===== src/rtl/mem_access_ctrl.sv =====
`default_nettype none
// ============================================================================
// mem_access_ctrl : request FIFO + IDLE/ISSUE/RESP sequencer for MemoryUnit.
// Optional: MEM_ACC_ALIGN_CHK_EN rejects non-word-aligned requests with error.
// Rev 1.0
// ============================================================================
module mem_access_ctrl #(
    parameter int DATA_WIDTH = 32,
    parameter int FIFO_DEPTH = 4,
    parameter int MEM_RD_LAT = 1
) (
    input  logic                  clk,
    input  logic                  rst,
    input  logic                  req_valid_i,
    output logic                  req_ready_o,
    input  logic                  req_we_i,
    input  logic [DATA_WIDTH-1:0] req_addr_i,
    input  logic [DATA_WIDTH-1:0] req_wdata_i,
    output logic                  rsp_valid_o,
    input  logic                  rsp_ready_i,
    output logic [DATA_WIDTH-1:0] rsp_rdata_o,
    output logic                  rsp_err_o,
    output logic                  mem_we_o,
    output logic [DATA_WIDTH-1:0] mem_wd_o,
    output logic [DATA_WIDTH-1:0] mem_addr_o,
    input  logic [DATA_WIDTH-1:0] mem_rd_i,
    output logic                  busy_o
);
    localparam int c_PTR_W = $clog2(FIFO_DEPTH);
    localparam int c_CNT_W = c_PTR_W + 1;
    localparam int c_LAT_W = (MEM_RD_LAT > 1) ? $clog2(MEM_RD_LAT) : 1;
    localparam logic [c_CNT_W-1:0] c_FULL     = c_CNT_W'(FIFO_DEPTH);
    localparam logic [c_LAT_W-1:0] c_LAT_LAST = c_LAT_W'(MEM_RD_LAT - 1);

    typedef enum logic [1:0] {
        ST_IDLE  = 2'd0,
        ST_ISSUE = 2'd1,
        ST_RESP  = 2'd2
    } state_t;

    logic [DATA_WIDTH-1:0] r_fifo_addr  [FIFO_DEPTH];
    logic [DATA_WIDTH-1:0] r_fifo_wdata [FIFO_DEPTH];
    logic [FIFO_DEPTH-1:0] r_fifo_we;
    logic [c_PTR_W-1:0]    r_wr_ptr;
    logic [c_PTR_W-1:0]    r_rd_ptr;
    logic [c_CNT_W-1:0]    r_count;

    state_t                r_state;
    logic                  r_cmd_we;
    logic [c_LAT_W-1:0]    r_lat_cnt;

    logic                  w_push;
    logic                  w_pop;
    logic                  w_head_we;
    logic [DATA_WIDTH-1:0] w_head_addr;
    logic [DATA_WIDTH-1:0] w_head_wdata;
    logic                  w_head_misaligned;

    // Ready looks at full only, so a same-cycle pop never frees a slot early.
    assign req_ready_o  = (r_count != c_FULL);
    assign w_push       = req_valid_i && req_ready_o;
    assign w_pop        = (r_state == ST_IDLE) && (r_count != '0);
    assign busy_o       = (r_state != ST_IDLE) || (r_count != '0);

    assign w_head_we    = r_fifo_we[r_rd_ptr];
    assign w_head_addr  = r_fifo_addr[r_rd_ptr];
    assign w_head_wdata = r_fifo_wdata[r_rd_ptr];

`ifdef MEM_ACC_ALIGN_CHK_EN
    assign w_head_misaligned = (w_head_addr[1:0] != 2'b00);
`else
    assign w_head_misaligned = 1'b0;
`endif

    always_ff @(posedge clk) begin
        if (rst) begin
            r_wr_ptr <= '0;
            r_rd_ptr <= '0;
            r_count  <= '0;
        end else begin
            if (w_push) begin
                r_wr_ptr <= r_wr_ptr + 1'b1;
            end
            if (w_pop) begin
                r_rd_ptr <= r_rd_ptr + 1'b1;
            end
            case ({w_push, w_pop})
                2'b10:   r_count <= r_count + 1'b1;
                2'b01:   r_count <= r_count - 1'b1;
                default: r_count <= r_count;
            endcase
        end
    end

    always_ff @(posedge clk) begin
        if (w_push) begin
            r_fifo_we[r_wr_ptr]    <= req_we_i;
            r_fifo_addr[r_wr_ptr]  <= req_addr_i;
            r_fifo_wdata[r_wr_ptr] <= req_wdata_i;
        end
    end

    // The memory-port registers double as the command register; they keep
    // their value outside ISSUE.
    always_ff @(posedge clk) begin
        if (rst) begin
            r_state     <= ST_IDLE;
            r_cmd_we    <= 1'b0;
            r_lat_cnt   <= '0;
            mem_we_o    <= 1'b0;
            mem_addr_o  <= '0;
            mem_wd_o    <= '0;
            rsp_valid_o <= 1'b0;
            rsp_rdata_o <= '0;
            rsp_err_o   <= 1'b0;
        end else begin
            case (r_state)
                ST_IDLE: begin
                    if (w_pop) begin
                        if (w_head_misaligned) begin
                            rsp_valid_o <= 1'b1;
                            rsp_rdata_o <= '0;
                            rsp_err_o   <= 1'b1;
                            r_state     <= ST_RESP;
                        end else begin
                            r_cmd_we   <= w_head_we;
                            mem_we_o   <= w_head_we;
                            mem_addr_o <= w_head_addr;
                            mem_wd_o   <= w_head_wdata;
                            r_lat_cnt  <= '0;
                            r_state    <= ST_ISSUE;
                        end
                    end
                end
                ST_ISSUE: begin
                    if (r_cmd_we) begin
                        mem_we_o    <= 1'b0;
                        rsp_valid_o <= 1'b1;
                        rsp_rdata_o <= '0;
                        rsp_err_o   <= 1'b0;
                        r_state     <= ST_RESP;
                    end else if (r_lat_cnt == c_LAT_LAST) begin
                        rsp_valid_o <= 1'b1;
                        rsp_rdata_o <= mem_rd_i;
                        rsp_err_o   <= 1'b0;
                        r_state     <= ST_RESP;
                    end else begin
                        r_lat_cnt <= r_lat_cnt + 1'b1;
                    end
                end
                ST_RESP: begin
                    if (rsp_ready_i) begin
                        rsp_valid_o <= 1'b0;
                        r_state     <= ST_IDLE;
                    end
                end
                default: r_state <= ST_IDLE;
            endcase
        end
    end
endmodule
`default_nettype wire


===== config.mk =====
export PLATFORM = sky130hd
export DESIGN_NAME = mem_access_ctrl
export DESIGN_NICKNAME = d
export VERILOG_FILES = /design/src/rtl/mem_access_ctrl.sv
export SDC_FILE = /design/constraint.sdc
export NUM_CORES = 1
export LEC_CHECK = 0
export BUFFER_PORTS_ARGS = -buffer_cell sky130_fd_sc_hd__buf_2
export CAP_MARGIN = 40
export CORE_MARGIN = 2
export CORE_UTILIZATION = 51
export CTS_CLUSTER_SIZE = 12
export DETAILED_ROUTE_END_ITERATION = 10
export PLACE_DENSITY = 0.76
export SLEW_MARGIN = 10
export SYNTH_ARGS = -nofsm -noshare
export SYNTH_HDL_FRONTEND = slang
export SYNTH_SLANG_ARGS = --single-unit

===== constraint.sdc =====
create_clock -name clk -period 2.6 [get_ports clk]
set_clock_uncertainty 0.1 [all_clocks]
set_input_delay 0.13 -clock clk [delete_from_list [all_inputs] [get_ports clk]]
set_output_delay 0.13 -clock clk [all_outputs]
set_load 0.01 [all_outputs]

==> results_dict.tcl <==
set metrics [dict create \
    vias 7458 \
    total_neg_setup_slack_ns 0 \
    final-setup-viol-count 0 \
    numPortBuffers 200 \
    drive_above_1_share 0.331 \
    io_pins 202 \
    vias_per_cell 5.44 \
    muxShareOfSynthArea 0.111 \
    reg2reg_to "r_count[2]" \
    min_period_ns 2.34 \
    synthAdderAreaFrac 0.00626 \
    timing.hold.worst_path_depth 2 \
    clock-root-buffer "sky130_fd_sc_hd__clkbuf_16" \
    globalRouteTotalUtil 0.200 \
    worstRegToRegCells 8 \
    place_inst 1202 \
    starting_utilization_of_the_core_area 0.521 \
    clkLatencyLatePin_ns 0.51 \
    total_power_w 0.0170 \
    p_per_area_nw_per_um2 1020 \
    yosysTopAreaCell "sky130_fd_sc_hd__edfxtp_1" \
    critPathMaxFanout 5 \
    leakagePower_nw 6.11 \
    global_route.overflow_total 0 \
    clk_pin_slew_ns 0.06 \
    timing.hold.worst.class "input pin to flip-flop" \
    synth.distinct_cells 37 \
    post_route_drc_violation_count 0 \
    postSynthAreaPerCell_um2 18.9 \
    rsz0062_at_grt "false" \
    seq_area_frac_synth 0.756 \
    synth-xor-area-share 0.00133 \
    hpwlAfterDp_um 15700 \
    crit_arrival_ns 2.66 \
    worst_r2r_setup_slack_ns 0.26 \
    synth-seq-cells 368 \
    cp_slowest_cell "sky130_fd_sc_hd__dfxtp_1" \
    critPathLaunchType "flip-flop" \
    finalHoldViolCount 0 \
    crit_chain "or3b_1, nand2_1, ha_1, inv_1, fa_1, xor2_1, or3_1, a21oi_1" \
    mappedNetlistArea_um2 13200 \
    ir_drop_v 0.000606 \
    largest_family_of_logic_cells_by_synthesized_area "multiplexers" \
    cts.sink_count 368 \
    post_drt_wl_per_cell_um 20.1 \
    layout.nets 1118 \
    run_status "completed" \
    post-synth-top-area-fraction 0.592 \
    synthesized_instance_count 700 \
    synthesis.nets 807 \
    synth.yosys.warnings 0 \
    tightest_pin_transition_ns 0.905 \
    dr.pass1.iters 6 \
    die_area_um2 27200 \
    tritoncts "yes" \
    synth-compound-area-share 0.0628 \
    layoutNonFillerInstCount 1370 \
    start_of_the_worst_register_to_register_path "r_count[2]" \
    hold-worst-slack_ns 0.111 \
    synth_area_leaders "sky130_fd_sc_hd__edfxtp_1, sky130_fd_sc_hd__dfxtp_1, sky130_fd_sc_hd__mux4_2" \
    hold_path_end "r_count[0]" \
    worst_hold_startpoint "rst" \
    wire_length_of_the_first_global_routing_pass_um 41500 \
    finalMaxSlewViolations 0 \
    antenna_found_initial 0 \
    final_antenna_net_count 0 \
    ctsLongestPathBuffers 3 \
    path_delay_family "simple AND/OR/NAND/NOR gates" \
    yosys.area_share.simple 0.0403 \
    h-tree-depth 2 \
    gpl.final_weighted_congestion 0.725 \
    min_period_over_period 0.898 \
    vias_in_the_first_global_route 7656 \
    routed_wirelength_um 27500 \
    worstSetupEndpointType "flip-flop" \
    tritoncts.num_buffers 38 \
    worst-path-buf-inv 1 \
    timing.critical_path.slowest_cell_delay_ns 0.41 \
    drt_iter0_drc 614 \
    timing.fmax_mhz 428 \
    headroom_to_the_max_slew_limit 0.396 \
    stdcell_area_um2 16700 \
    rows 58 \
    die-height_um 165 \
    antenna-diode-count 0 \
    critical_path_data_required_time_ns 2.92 \
    grt_max_degree 45 \
    max_cap_viol_count 0 \
    die_width_um 165 \
    placed_cell_areas_um2 14600 \
    timing_worst_setup_path_type "flip-flop to flip-flop" \
    core_um2 25300 \
    flow.area_growth_from_synthesis_pct 26.9 \
]
-- state kept, by name (all words and copies together), names as in the netlist --
signal and cells:
r_state 2, rsp_valid_o 1, r_wr_ptr 2, r_cmd_we 1, mem_addr_o 32, mem_we_o 1, mem_wd_o 32, r_fifo_we 4
r_fifo_wdata 128, rsp_rdata_o 32, r_fifo_addr 128, r_count 3, r_rd_ptr 2
-- layout by cell type (no fill, tap or decap), drive strengths merged --
master,instances
ha,5
buf,221
dlygate4sd3,99
nor4,1
and3,4
a31o,1
mux4,65
o31ai,1
or3b,2
a21oi,40
nand2,36
o21ai,1
or3,2
edfxtp,260
xor2,2
a311oi,1
nor3,3
clkbuf,59
a21o,2
a22o,65
a32o,1
nor2,5
bufinv,1
fa,1
nand2b,1
nand3b,33
clkinv,7
inv,8
conb,1
dfxtp,108
nand3,2
nor2b,2
-- cell usage after synthesis (all sizes together) --
cell type and count:
edfxtp 260, dfxtp 108, a22o 65, mux4 65, a21oi 40, nand2 36, nand3b 33, buf 28
clkbuf 21, inv 6, ha 5, nor2 5, and3 4, nor3 3, a21o 2, nand3 2
nor2b 2, or3 2, or3b 2, xor2 2, a311oi 1, a31o 1, a32o 1, conb 1
fa 1, nand2b 1, nor4 1, o21ai 1, o31ai 1
-- cells by family (layout without fill, tap and decap cells) --
group,count (synthesis),after routing
flops,368,368
compound gates,112,112
simple gates,91,91
mux,65,65
buf+inv,55,395
fa+ha+maj,6,6
xor+xnor,2,2
other cells,1,1
-- area by class of cell --
type | instances | area [um^2]
well taps | 330 | 413
fillers | 1675 | 8590
flip-flops and latches | 368 | 9980
repair buffers | 320 | 2250
clock buffers | 59 | 1030
clock inverters | 10 | 90.1
multi-input cells | 277 | 2960
inverters | 6 | 22.5
-- repair_timing --
action                                  4_1_cts  5_1_grt
buffers inserted                              0        0
hold buffers                                 99        0
endpoints found under the setup margin        0        0
gates resized for setup                       0        0
hold endpoints to repair                    296        0
-- per-layer routing --
| metal | vias up | global-route usage | wire length (um) |
|---|---|---|---|
| li1 | 3417 | - | - |
| met1 | 3718 | 0.252 | 10900 |
| met2 | 280 | 0.356 | 14200 |
| met3 | 43 | 0.0414 | 1900 |
| met4 | 0 | 0.0545 | 518 |
| met5 | - | 0 | 0 |
-- worst max-delay path by stage --
stage               slack, ns  cells after the start       start          to
floorplan                0.28                      9  r_count[2]  r_count[2]
global placement         0.38                      8  r_count[2]  r_count[2]
detailed placement       0.30                      8  r_count[2]  r_count[2]
CTS                      0.24                      8  r_count[2]  r_count[2]
global route             0.09                      8  r_count[2]  r_count[2]
finish                   0.26                      8  r_count[2]  r_count[2]
-- metrics by stage --
step	util	worst slack (ns)
after floorplan	-	0.277
after global placement	0.577	0.381
after detailed placement	0.578	0.299
after CTS	0.661	0.238
after global routing	0.661	0.0949
final	0.661	0.264
-- report_power, final --
group,total (W),leakage [nW],internal (W),switching (W)
clock,0.00492,0.540,0.00284,0.00209
sequential,0.00789,3.27,0.00727,0.000618
combinational,0.00419,2.30,0.00205,0.00214
Note: power is estimated with default switching activity, not from simulation.
